--- config.mk ---
export PLATFORM = sky130hd
export DESIGN_NAME = mdu_div
export DESIGN_NICKNAME = d
export VERILOG_FILES = /design/src/rtl/mdu_div.sv
export SDC_FILE = /design/constraint.sdc
export NUM_CORES = 1
export LEC_CHECK = 0
export CAP_MARGIN = 20
export CORE_MARGIN = 2
export CORE_UTILIZATION = 55
export DETAILED_ROUTE_END_ITERATION = 6
export GPL_TIMING_DRIVEN = 0
export PLACE_DENSITY_LB_ADDON = 0.15
export SYNTH_ARGS = -nofsm -noshare
export SYNTH_HDL_FRONTEND = slang
export SYNTH_SLANG_ARGS = --single-unit
--- constraint.sdc ---
create_clock -name clk_i -period 8.7 [get_ports clk_i]
set_input_delay 0.87 -clock clk_i [delete_from_list [all_inputs] [get_ports clk_i]]
set_output_delay 0.87 -clock clk_i [all_outputs]
set_load 0.02 [all_outputs]
--- src/rtl/mdu_div.sv ---
// Iterative RV32M divider (DIV/DIVU/REM/REMU): restoring radix-2, one quotient bit per cycle, XLEN+1 cycles to response.
// Zero divisor / signed overflow answer after one cycle; DONE holds the result until resp_ready_i or kill_i.
module mdu_div #(
  parameter int XLEN = 32
) (
  input  logic            clk_i,
  input  logic            reset_i,
  input  logic            kill_i,
  input  logic            req_valid_i,
  output logic            req_ready_o,
  input  logic [1:0]      op_i,
  input  logic [XLEN-1:0] dividend_i,
  input  logic [XLEN-1:0] divisor_i,
  output logic            resp_valid_o,
  input  logic            resp_ready_i,
  output logic [XLEN-1:0] result_o
);

  localparam int CW = $clog2(XLEN);

  typedef enum logic [1:0] {IDLE, CALC, DONE} state_t;

  state_t          state_q, state_d;
  logic            rem_sel_q, rem_sel_d;
  logic            q_neg_q, q_neg_d;
  logic            r_neg_q, r_neg_d;
  logic [XLEN-1:0] rem_q, rem_d;
  logic [XLEN-1:0] quo_q, quo_d;
  logic [XLEN-1:0] dvs_q, dvs_d;
  logic [XLEN-1:0] res_q, res_d;
  logic [CW-1:0]   cnt_q, cnt_d;

  logic            signed_op, a_neg, b_neg, div_zero, ovf;
  logic [XLEN-1:0] abs_a, abs_b, rem_nx, quo_nx, q_fix, r_fix;
  logic [XLEN:0]   rem_sh, trial;

  always_comb begin
    state_d      = state_q;
    rem_sel_d    = rem_sel_q;
    q_neg_d      = q_neg_q;
    r_neg_d      = r_neg_q;
    rem_d        = rem_q;
    quo_d        = quo_q;
    dvs_d        = dvs_q;
    res_d        = res_q;
    cnt_d        = cnt_q;
    req_ready_o  = 1'b0;
    resp_valid_o = 1'b0;

    signed_op = ~op_i[0];
    a_neg     = signed_op & dividend_i[XLEN-1];
    b_neg     = signed_op & divisor_i[XLEN-1];
    abs_a     = a_neg ? -dividend_i : dividend_i;
    abs_b     = b_neg ? -divisor_i : divisor_i;
    div_zero  = (divisor_i == '0);
    ovf       = signed_op && (dividend_i == {1'b1, {(XLEN-1){1'b0}}}) && (divisor_i == '1);

    // Trial subtract is one bit wider so its MSB is the borrow.
    rem_sh = {rem_q, quo_q[XLEN-1]};
    trial  = rem_sh - {1'b0, dvs_q};
    if (trial[XLEN]) begin
      rem_nx = rem_sh[XLEN-1:0];
      quo_nx = {quo_q[XLEN-2:0], 1'b0};
    end else begin
      rem_nx = trial[XLEN-1:0];
      quo_nx = {quo_q[XLEN-2:0], 1'b1};
    end
    q_fix = q_neg_q ? -quo_nx : quo_nx;
    r_fix = r_neg_q ? -rem_nx : rem_nx;

    case (state_q)
      IDLE: begin
        req_ready_o = 1'b1;
        if (req_valid_i && !kill_i) begin
          rem_sel_d = op_i[1];
          q_neg_d   = a_neg ^ b_neg;
          r_neg_d   = a_neg;
          rem_d     = '0;
          quo_d     = abs_a;
          dvs_d     = abs_b;
          if (div_zero) begin
            res_d   = op_i[1] ? dividend_i : '1;
            state_d = DONE;
          end else if (ovf) begin
            res_d   = op_i[1] ? '0 : {1'b1, {(XLEN-1){1'b0}}};
            state_d = DONE;
          end else begin
            cnt_d   = CW'(XLEN - 1);
            state_d = CALC;
          end
        end
      end
      CALC: begin
        if (kill_i) begin
          state_d = IDLE;
        end else begin
          rem_d = rem_nx;
          quo_d = quo_nx;
          if (cnt_q == '0) begin
            res_d   = rem_sel_q ? r_fix : q_fix;
            state_d = DONE;
          end else begin
            cnt_d = cnt_q - CW'(1);
          end
        end
      end
      DONE: begin
        resp_valid_o = 1'b1;
        if (kill_i || resp_ready_i) state_d = IDLE;
      end
      default: state_d = IDLE;
    endcase
  end

  always_ff @(posedge clk_i or posedge reset_i) begin
    if (reset_i) begin
      state_q   <= IDLE;
      rem_sel_q <= 1'b0;
      q_neg_q   <= 1'b0;
      r_neg_q   <= 1'b0;
      rem_q     <= '0;
      quo_q     <= '0;
      dvs_q     <= '0;
      res_q     <= '0;
      cnt_q     <= '0;
    end else begin
      state_q   <= state_d;
      rem_sel_q <= rem_sel_d;
      q_neg_q   <= q_neg_d;
      r_neg_q   <= r_neg_d;
      rem_q     <= rem_d;
      quo_q     <= quo_d;
      dvs_q     <= dvs_d;
      res_q     <= res_d;
      cnt_q     <= cnt_d;
    end
  end

  assign result_o = res_q;

endmodule

==> impl_metrics.csv <==
group,metric,value,unit
sta,drv_slew,0,
clocking,cts_tree,"yes",
synthesis,muxShareOfSynthArea,4.03,%
cells_and_area,area_delta_synth_final,16.6,%
cells_and_area,nets,1789,
grt,grt_usage,36.6,%
drt,num_vias,12900,
synthesis,ys_top_cells_by_count,"196 x nand2_1, 183 x o21ai_0, 138 x dfrtp_1",
grt,grt_pass1_vias,12100,
grt,grt_max_degree,88,
sta,hold_viol,0,
floorplanning,core,21700,um^2
power_and_ir_drop,p_leak,5.71,nW
sta,setup_ws,2.40,ns
cells_and_area,diodes,0,
synthesis,postSynth.asyncResetShare,100,%
critical_path,cp-end-kind,"flip-flop",
critical_path,worst_path_most_repeated_cell,"inv_1",
synthesis,ys_ff_latch,138,
sta,skew,0.00990,ns
synthesis,synth_cells,1554,
floorplanning,io_pins,105,
clocking,holdBufCountCts,0,
clocking,clkTransAtPathRegs,0.07,ns
drt,drt_pre_antenna_iters,6,
hold_path,min_from,"result_o[20]",
synthesis,yosysWarnings,0,
clocking,h-tree-depth,4,
synthesis,synth_xor_area_share,8.79,%
synthesis,ys.flop_type,"dfrtp_1",
sta,fmax,159,MHz
sta,setup_tns,0,ns
synthesis,synthAdderAreaFrac,4.21,%
critical_path,worstSetupPathType,"flip-flop to flip-flop",
cells_and_area,drive_above_1_share,6.15,%
critical_path,critPathRequiredTime,9.07,ns
clocking,clockBufferDepth,2,
hold_path,whs_path_depth,2,
critical_path,crit_fanout,10,
floorplanning,die_w,152,um
sta,holdWs,0.466,ns
floorplanning,die_height,152,um
synthesis,synth_compound_gate_area_share,26.8,%
power_and_ir_drop,vdd_drop_max,0.000172,V
critical_path,cp.arrival,6.67,ns
drt,remaining_drc_errors,0,
synthesis,synth_top_family_by_area,"compound AO/OA/AOI/OAI gates",
sta,period_share,72.4,%
placement,io_buffers,103,
synthesis,syn-cell-area,12100,um^2
drt,drt_iter0_markers,1572,
drt,routedWlPerCell,21.6,um
synthesis,synth.avg_cell_area,7.76,um^2
critical_path,slowest_delay,0.58,ns
sta,timing.final.crit_period,6.30,ns
synthesis,ys_seq_area_share,28.6,%
synthesis,synth_top_cell_area_share,28.6,%
critical_path,slowest_stage,"clkbuf_1",
clocking,cts_resized,0,
placement,post-dp-hpwl,32600,um
critical_path,crit_path_start_kind,"flip-flop",
drt,wirelength,42500,um
clocking,cts_root_buf,"clkbuf_16",
floorplanning,rows,54,
synthesis,yosysTopAreaCell,"dfrtp_1",
cells_and_area,finalNonFillerCells,1970,
floorplanning,die_area,23100,um^2
synthesis,syn_nets,1665,
drt,final_antenna_net_count,0,
clocking,cts_setup_buffers,0,
hold_path,hp-class,"flip-flop to flip-flop",
sta,max-slew-margin-rel,24.4,%
sta,rsz0062_at_grt,"false",
synthesis,synth-edff-count,0,
placement,pre_cts_ws,2.60,ns
synthesis,synth_cell_type_count,92,
synthesis,synth_area_leaders,"dfrtp_1 29%, o21ai_0 7.6%, nand2_1 6.1%",
clocking,cts.sinks,138,
power_and_ir_drop,power_density,264,nW/um^2
grt,grt.overflow.total,0,
grt,antenna_found_initial,0,
grt,grt_first_pass_wirelength,67000,um
flow_run,maxCapViolCount,0,
critical_path,critPathLaunch,"quo_q[31]",
sta,worst_slew_pin_slew,1.12,ns
critical_path,rr_worst_depth,25,
placement,globalplace.congestion,1.01,
clocking,cts_buffers,17,
clocking,clock_latency,0.45,ns
run_status,outcome,"finished clean",
critical_path,rr_startpoint,"quo_q[31]",
sta,final-setup-viol-count,0,
placement,place_inst,1939,
floorplanning,initial_core_util,55.6,%
drt,detail_route.vias_per_cell,6.54,
synthesis,yosys.area_share.simple,22.1,%
synthesis,yosysMostFrequentCell,"nand2_1",
[sequential cells by signal (all words and copies together) (netlist names)]
signal     flops
cnt_q          5
dvs_q         32
q_neg_q        1
quo_q         32
r_neg_q        1
rem_q         32
rem_sel_q      1
result_o      32
state_q        2
[final timing paths]
kind                                     end  slack (ns)
worst max-delay path            result_o[16]        2.40
worst min-delay path            result_o[20]        0.47
worst max register to register  result_o[16]        2.40
worst min register to register  result_o[20]        0.47
max in group asynchronous           rem_q[9]        6.93
min in group asynchronous           rem_q[4]        0.99
[worst max-delay path, delay by kind of cell, from the launching register on]
kind / cells / cell delay [ns]
compound gates: 7 / 1.74
fa+ha+maj: 3 / 0.86
buf+inv: 8 / 1.45
flops: 1 / 0.45
mux: 1 / 0.37
simple gates: 6 / 1.32
[final cells by class]
| type | instances | area, um^2 |
|---|---|---|
| plain buffers | 90 | 412 |
| fillers | 1903 | 7630 |
| multi-input cells | 1260 | 7950 |
| well taps | 280 | 350 |
| flip-flops and latches | 138 | 3450 |
| clock inverters | 14 | 148 |
| repair buffers | 105 | 1070 |
| inverters | 66 | 255 |
| clock buffers | 17 | 425 |
[cell families (layout without fill, tap and decap cells)]
| logic type | count (synthesis) | in the layout |
|---|---|---|
| xor+xnor | 121 | 121 |
| flops | 138 | 138 |
| compound gates | 507 | 507 |
| simple gates | 546 | 546 |
| fa+ha+maj | 40 | 40 |
| buf+inv | 156 | 292 |
| mux | 46 | 46 |
[cells in the final DEF, fill, tap and decap left out, drive strengths merged, types with 49 or more instances in the layout]
master         synthesis  routed
a21oi                127     127
clkbuf                67      84
clkdlybuf4s50          0     103
dfrtp                138     138
inv                   65      69
nand2                196     196
nor2                 124     124
o21ai                189     189
xnor2                 72      72
xor2                  49      49
[metrics by stage]
step | utilization (%) | cell area, um^2 | total power (W)
finish | 64.8 | 14100 | 0.00371
global route | 64.8 | 14100 | 0.00394
CTS | 64.8 | 14100 | 0.00366
detailed placement | 62.2 | 13500 | 0.00291
global placement | 62.0 | 13400 | 0.00287
floorplan | - | 12100 | 0.00230
[report_power, final]
part	switching [W]	total, W	internal [W]	leakage, nW
Combinational	0.00115	0.00191	0.000752	3.68
Sequential	0.000209	0.00106	0.000851	1.75
Clock	0.000319	0.000741	0.000422	0.280
Total	0.00168	0.00371	0.00203	5.71
[routing by layer]
layer	vias up	GRT usage [%]	wire (um)
met5	-	0	28
met4	2	14.0	1490
met3	99	10.8	4970
met2	742	53.8	18100
met1	6136	50.8	17900
li1	5907	-	-
Note: power is estimated with default switching activity, not from simulation.
==> edit 1, RTL diff (same settings) <==
Re-encode `state_t` (3 states) as one-hot, 3 bits wide.
--- a/src/rtl/mdu_div.sv
+++ b/src/rtl/mdu_div.sv
@@ -18,7 +18,7 @@
 
   localparam int CW = $clog2(XLEN);
 
-  typedef enum logic [1:0] {IDLE, CALC, DONE} state_t;
+  typedef enum logic [2:0] {IDLE = 3'b001, CALC = 3'b010, DONE = 3'b100} state_t;
 
   state_t          state_q, state_d;
   logic            rem_sel_q, rem_sel_d;
Function: same outputs for any inputs over 4 cycles, from zero or initial values and one cycle with reset_i high; so few cycles prove little.
==> edit 1 against the unedited design <==
  * The flow now finishes with violations (DRC)
  * Cell area increased by 0.89%
  * Critical path depth decreased by 1
  * Wire length increased by 3.8%
  * Setup slack got worse by 0.21 ns
  * Area after synthesis increased by 0.49%
  * Combinational power decreased by 46%
  * Worst hold slack improved by 0.017 ns
  * Count of clock-buffer cells in the layout increased by 2
  * Sequential share of layout area about the same
  * Sequential cell count increased by 1
  * Clock skew increased by 0.0048 ns
  * Total power decreased by 27%
==> edit 1: results (changes against the unedited design) <==
<table>
<tr><th>Metric</th><th>Value</th></tr>
<tr><th colspan="2">Run status</th></tr>
<tr><td>Run status</td><td>finished with violations</td></tr>
<tr><td>Violations in the final reports</td><td>DRC</td></tr>
<tr><th colspan="2">Power</th></tr>
<tr><td>Static Leak</td><td>5.685 nW (-0.45%)</td></tr>
<tr><td>Worst vdd ir</td><td>0.1722 mV (+0.19%)</td></tr>
<tr><th colspan="2">Synthesis</th></tr>
<tr><td>Mapped Nets</td><td>1703 (+2.3%)</td></tr>
<tr><td>Post-synthesis cell type count</td><td>95 (+3.3%)</td></tr>
<tr><td>Sequential-to-total area share from yosys stat</td><td>28.72% (+0.078 points)</td></tr>
<tr><td>Top cells by area, synth</td><td>sky130_fd_sc_hd__dfrtp_1 (29%), sky130_fd_sc_hd__o21ai_0 (8.6%), sky130_fd_sc_hd__a21oi_1 (6.3%)</td></tr>
<tr><th colspan="2">Worst setup path</th></tr>
<tr><td>Number of cells on the worst reg-to-reg path</td><td>24 (-4.0%)</td></tr>
<tr><td>Largest incremental delay on the critical path</td><td>0.77 ns (+0.19 ns)</td></tr>
<tr><td>Critical R2R Capture</td><td>result_o[26]</td></tr>
<tr><td>Crit path max-delay cell type</td><td>sky130_fd_sc_hd__nor3_2</td></tr>
<tr><td>Reg-to-reg slack, setup</td><td>2.19 ns (-0.21 ns)</td></tr>
<tr><th colspan="2">Hold path</th></tr>
<tr><td>Start point of the worst hold path</td><td>dvs_q[30]</td></tr>
<tr><td>Hold EP</td><td>dvs_q[30]</td></tr>
<tr><th colspan="2">Global route</th></tr>
<tr><td>Vias in the first global route</td><td>12270 (+1.8%)</td></tr>
<tr><td>First-pass GRT wire length</td><td>68560 um (+2.4%)</td></tr>
<tr><td>Global-route total usage across every layer</td><td>37.30% (+0.75 points)</td></tr>
<tr><td>Maximum number of pins on one net before global-route repair</td><td>98 (+11%)</td></tr>
<tr><th colspan="2">Drt</th></tr>
<tr><td>DRC violations left</td><td>3 (+3)</td></tr>
<tr><td>Iteration count of the initial detailed-routing pass</td><td>7 (+1)</td></tr>
<tr><th colspan="2">Finish</th></tr>
<tr><td>Fill cell total of the finished layout</td><td>1966 (+3.3%)</td></tr>
<tr><td>Post-layout instance count excluding filler cells</td><td>2012 (+2.1%)</td></tr>
<tr><td>Final layout net count</td><td>1830 (+2.3%)</td></tr>
<tr><th colspan="2">Place</th></tr>
<tr><td>Hpwl dp</td><td>34510 um (+5.7%)</td></tr>
<tr><td>Worst setup slack before clock tree synthesis</td><td>2.506 ns (-0.09574 ns)</td></tr>
<tr><th colspan="2">Timing</th></tr>
<tr><td>Slew @ Worst Pin</td><td>1.109 ns (-0.01506 ns)</td></tr>
</table>
[edit 1: cell count changes after synthesis, moves of 5 or more]
| cell | delta |
|---|---|
| sky130_fd_sc_hd__nand4_1 | +11 |
| sky130_fd_sc_hd__and2_1 | -5 |
| sky130_fd_sc_hd__xor2_1 | +10 |
| sky130_fd_sc_hd__mux2_2 | -7 |
| sky130_fd_sc_hd__o21ai_0 | +24 |
| sky130_fd_sc_hd__inv_1 | -12 |
| sky130_fd_sc_hd__buf_1 | +5 |
| sky130_fd_sc_hd__a31oi_1 | -7 |
| sky130_fd_sc_hd__xnor2_1 | -10 |
| sky130_fd_sc_hd__nor2_1 | +24 |
| sky130_fd_sc_hd__clkbuf_1 | -6 |
| sky130_fd_sc_hd__a21oi_1 | +28 |
| sky130_fd_sc_hd__or4_1 | -5 |
[edit 1: power breakdown]
group	switching, mW	internal, mW
Sequential	0.124	0.759
Combinational	0.638	0.391
Clock	0.324	0.474
[edit 1: cell type report]
type	count	area share [%]
clock inverter	13	1.261
inverter	54	1.464
clock buffer	19	3.193
tap	280	2.470
multi-input combinational	1313	56.84
buffer	86	2.602
sequential	139	24.53
timing repair buffer	108	7.638
[edit 1: logic make-up after synthesis]
| family | Yosys count | share of synthesized area, % |
|---|---|---|
| and+or+nand+nor | 568 | 22.75 |
| DFF | 139 | 28.72 |
| buffers and inverters | 140 | 4.720 |
| adders and majority gates | 40 | 4.193 |
| xor gates and xnor gates | 121 | 8.747 |
| AOI/OAI and AO/OA | 545 | 27.57 |
| muxes | 39 | 3.294 |
[edit 1: per-layer routing]
layer	GRT usage, %	share of wire [%]	up-vias
met1	51.43	41	6268
met4	13.40	4.0	0
met3	10.92	12	139
li1	-	-	6017
met5	0	0	-
met2	55.98	42	863
==> edit 2, RTL diff (same flow settings) <==
Without the edit above. Set the parameter `XLEN` to 16 (it was 32).
--- a/src/rtl/mdu_div.sv
+++ b/src/rtl/mdu_div.sv
@@ -1,7 +1,7 @@
 // Iterative RV32M divider (DIV/DIVU/REM/REMU): restoring radix-2, one quotient bit per cycle, XLEN+1 cycles to response.
 // Zero divisor / signed overflow answer after one cycle; DONE holds the result until resp_ready_i or kill_i.
 module mdu_div #(
-  parameter int XLEN = 32
+  parameter int XLEN = 16
 ) (
   input  logic            clk_i,
   input  logic            reset_i,
Ports: changed (resized dividend_i, divisor_i and result_o); port bits go from 105 to 57. No check against the original RTL was run, so the function may have changed too.
==> edit 2 against the unedited design <==
  * Wire length is 55% lower
  * Non-clock buffer count down 102
  * Highest routed layer is now met4
  * Sequential cell count is 65 lower
  * Worst hold slack improved by 0.018 ns
  * Area after synthesis is 49% lower
  * Synthesized cell count is 49% lower
  * Combinational power is 16% lower
  * Die area decreased by 48%
  * Cell area decreased by 50%
  * Cell count is 49% lower
  * First-iteration DRC count fell by 59%
  * Total power down 34%
  * Setup slack improved by 0.71 ns
==> edit 2: results (changes against the unedited design) <==
<table>
<tr><th>Metric</th><th>Value</th></tr>
<tr><th colspan="2">Timing</th></tr>
<tr><td>Worst clock skew</td><td>0.01850 ns (+0.008599 ns)</td></tr>
<tr><td>Tightest hold margin</td><td>0.4834 ns (+0.01759 ns)</td></tr>
<tr><td>Max-slew headroom at the worst pin</td><td>35.08% (+11 points)</td></tr>
<tr><th colspan="2">Clock network</th></tr>
<tr><td>Total clock buffers created by CTS</td><td>9 (-8)</td></tr>
<tr><td>Deepest level of the CTS H-tree</td><td>3 (-1)</td></tr>
<tr><td>Clock latency of the later-clocked register in the worst-skew pair</td><td>0.39 ns (-0.06 ns)</td></tr>
<tr><td>Clk pin slew, worst setup/hold paths</td><td>0.09 ns (+0.02 ns)</td></tr>
<tr><th colspan="2">Drt</th></tr>
<tr><td>Uppermost metal layer occupied by signal nets</td><td>met4</td></tr>
<tr><td>M1 wire length</td><td>8437 um (-53%)</td></tr>
<tr><th colspan="2">Global route</th></tr>
<tr><td>First-pass GRT wire length</td><td>29470 um (-56%)</td></tr>
<tr><td>Global-route total usage across every layer</td><td>32.05% (-4.5 points)</td></tr>
<tr><td>Met3 layer usage reported by global route</td><td>6.461% (-4.3 points)</td></tr>
<tr><td>Vias in the first global route</td><td>5698 (-53%)</td></tr>
<tr><th colspan="2">Hold path</th></tr>
<tr><td>Start point of the worst hold path</td><td>dvs_q[7]</td></tr>
<tr><td>Hold EP</td><td>dvs_q[7]</td></tr>
<tr><th colspan="2">Run status</th></tr>
<tr><td>Run status</td><td>completed</td></tr>
<tr><th colspan="2">Place</th></tr>
<tr><td>Worst setup slack before clock tree synthesis</td><td>3.317 ns (+0.7154 ns)</td></tr>
<tr><td>Hpwl dp</td><td>14780 um (-55%)</td></tr>
<tr><td>IO Port Bufs</td><td>56 (-46%)</td></tr>
<tr><th colspan="2">Synthesis</th></tr>
<tr><td>Mapped Nets</td><td>850 (-49%)</td></tr>
<tr><td>Post-synthesis cell type count</td><td>69 (-25%)</td></tr>
<tr><td>Top cells by area, synth</td><td>sky130_fd_sc_hd__dfrtp_1 (30%), sky130_fd_sc_hd__o21ai_0 (7.8%), sky130_fd_sc_hd__nand2_1 (5.6%)</td></tr>
<tr><th colspan="2">Power</th></tr>
<tr><td>Worst vdd ir</td><td>0.2157 mV (+26%)</td></tr>
<tr><th colspan="2">Finish</th></tr>
<tr><td>Fraction of final layout cells sized beyond drive strength 1</td><td>4.302% (-1.9 points)</td></tr>
<tr><th colspan="2">Worst setup path</th></tr>
<tr><td>Largest incremental delay on the critical path</td><td>0.45 ns (-0.13 ns)</td></tr>
</table>
==> edit 2: changes by cell type in the layout (fill, tap and decap cells not counted), moves of 22 or more <==
cell,before,now
sky130_fd_sc_hd__inv_1,63,41
sky130_fd_sc_hd__clkdlybuf4s50_1,103,56
sky130_fd_sc_hd__nor2_1,124,57
sky130_fd_sc_hd__xnor2_1,72,39
sky130_fd_sc_hd__o21ai_0,183,96
sky130_fd_sc_hd__dfrtp_1,138,73
sky130_fd_sc_hd__a21oi_1,124,64
sky130_fd_sc_hd__clkbuf_1,67,28
sky130_fd_sc_hd__nand2_1,196,92
sky130_fd_sc_hd__xor2_1,49,18
==> edit 2: metrics by stage <==
stage	total power [mW]	area, um2	std cells
finish	2.443	7087	1000
global route	2.607	7087	1000
CTS	2.401	7087	1000
detailed placement	2.109	6883	984
global placement	2.064	6880	984
floorplan	1.676	6145	788
==> edit 2: cell type report <==
type	instances	area, um2	area share [%]
Buffer	37	181.4	2.560
Clock buffer	10	137.6	1.942
Clock inverter	6	66.31	0.9357
Inverter	42	160.2	2.260
Multi-Input combinational cell	636	3979	56.14
Sequential cell	73	1827	25.78
Tap cell	140	175.2	2.472
Timing Repair Buffer	56	560.5	7.910
==> edit 2: worst max-delay path by stage <==
stage,slack (ns),cells after the start,start,end
2_1_floorplan,4.11,21,quo_q[15],result_o[14]
3_3_place_gp,3.39,21,quo_q[15],result_o[14]
3_5_place_dp,3.32,21,quo_q[15],result_o[14]
4_1_cts,3.28,21,quo_q[15],result_o[14]
5_1_grt,2.89,21,quo_q[15],result_o[14]
6_report,3.11,21,quo_q[15],result_o[14]
==> edit 2: power breakdown <==
part           internal [mW]  switching, mW
logic                  0.614          0.996
registers              0.433          0.115
clock network          0.141          0.144
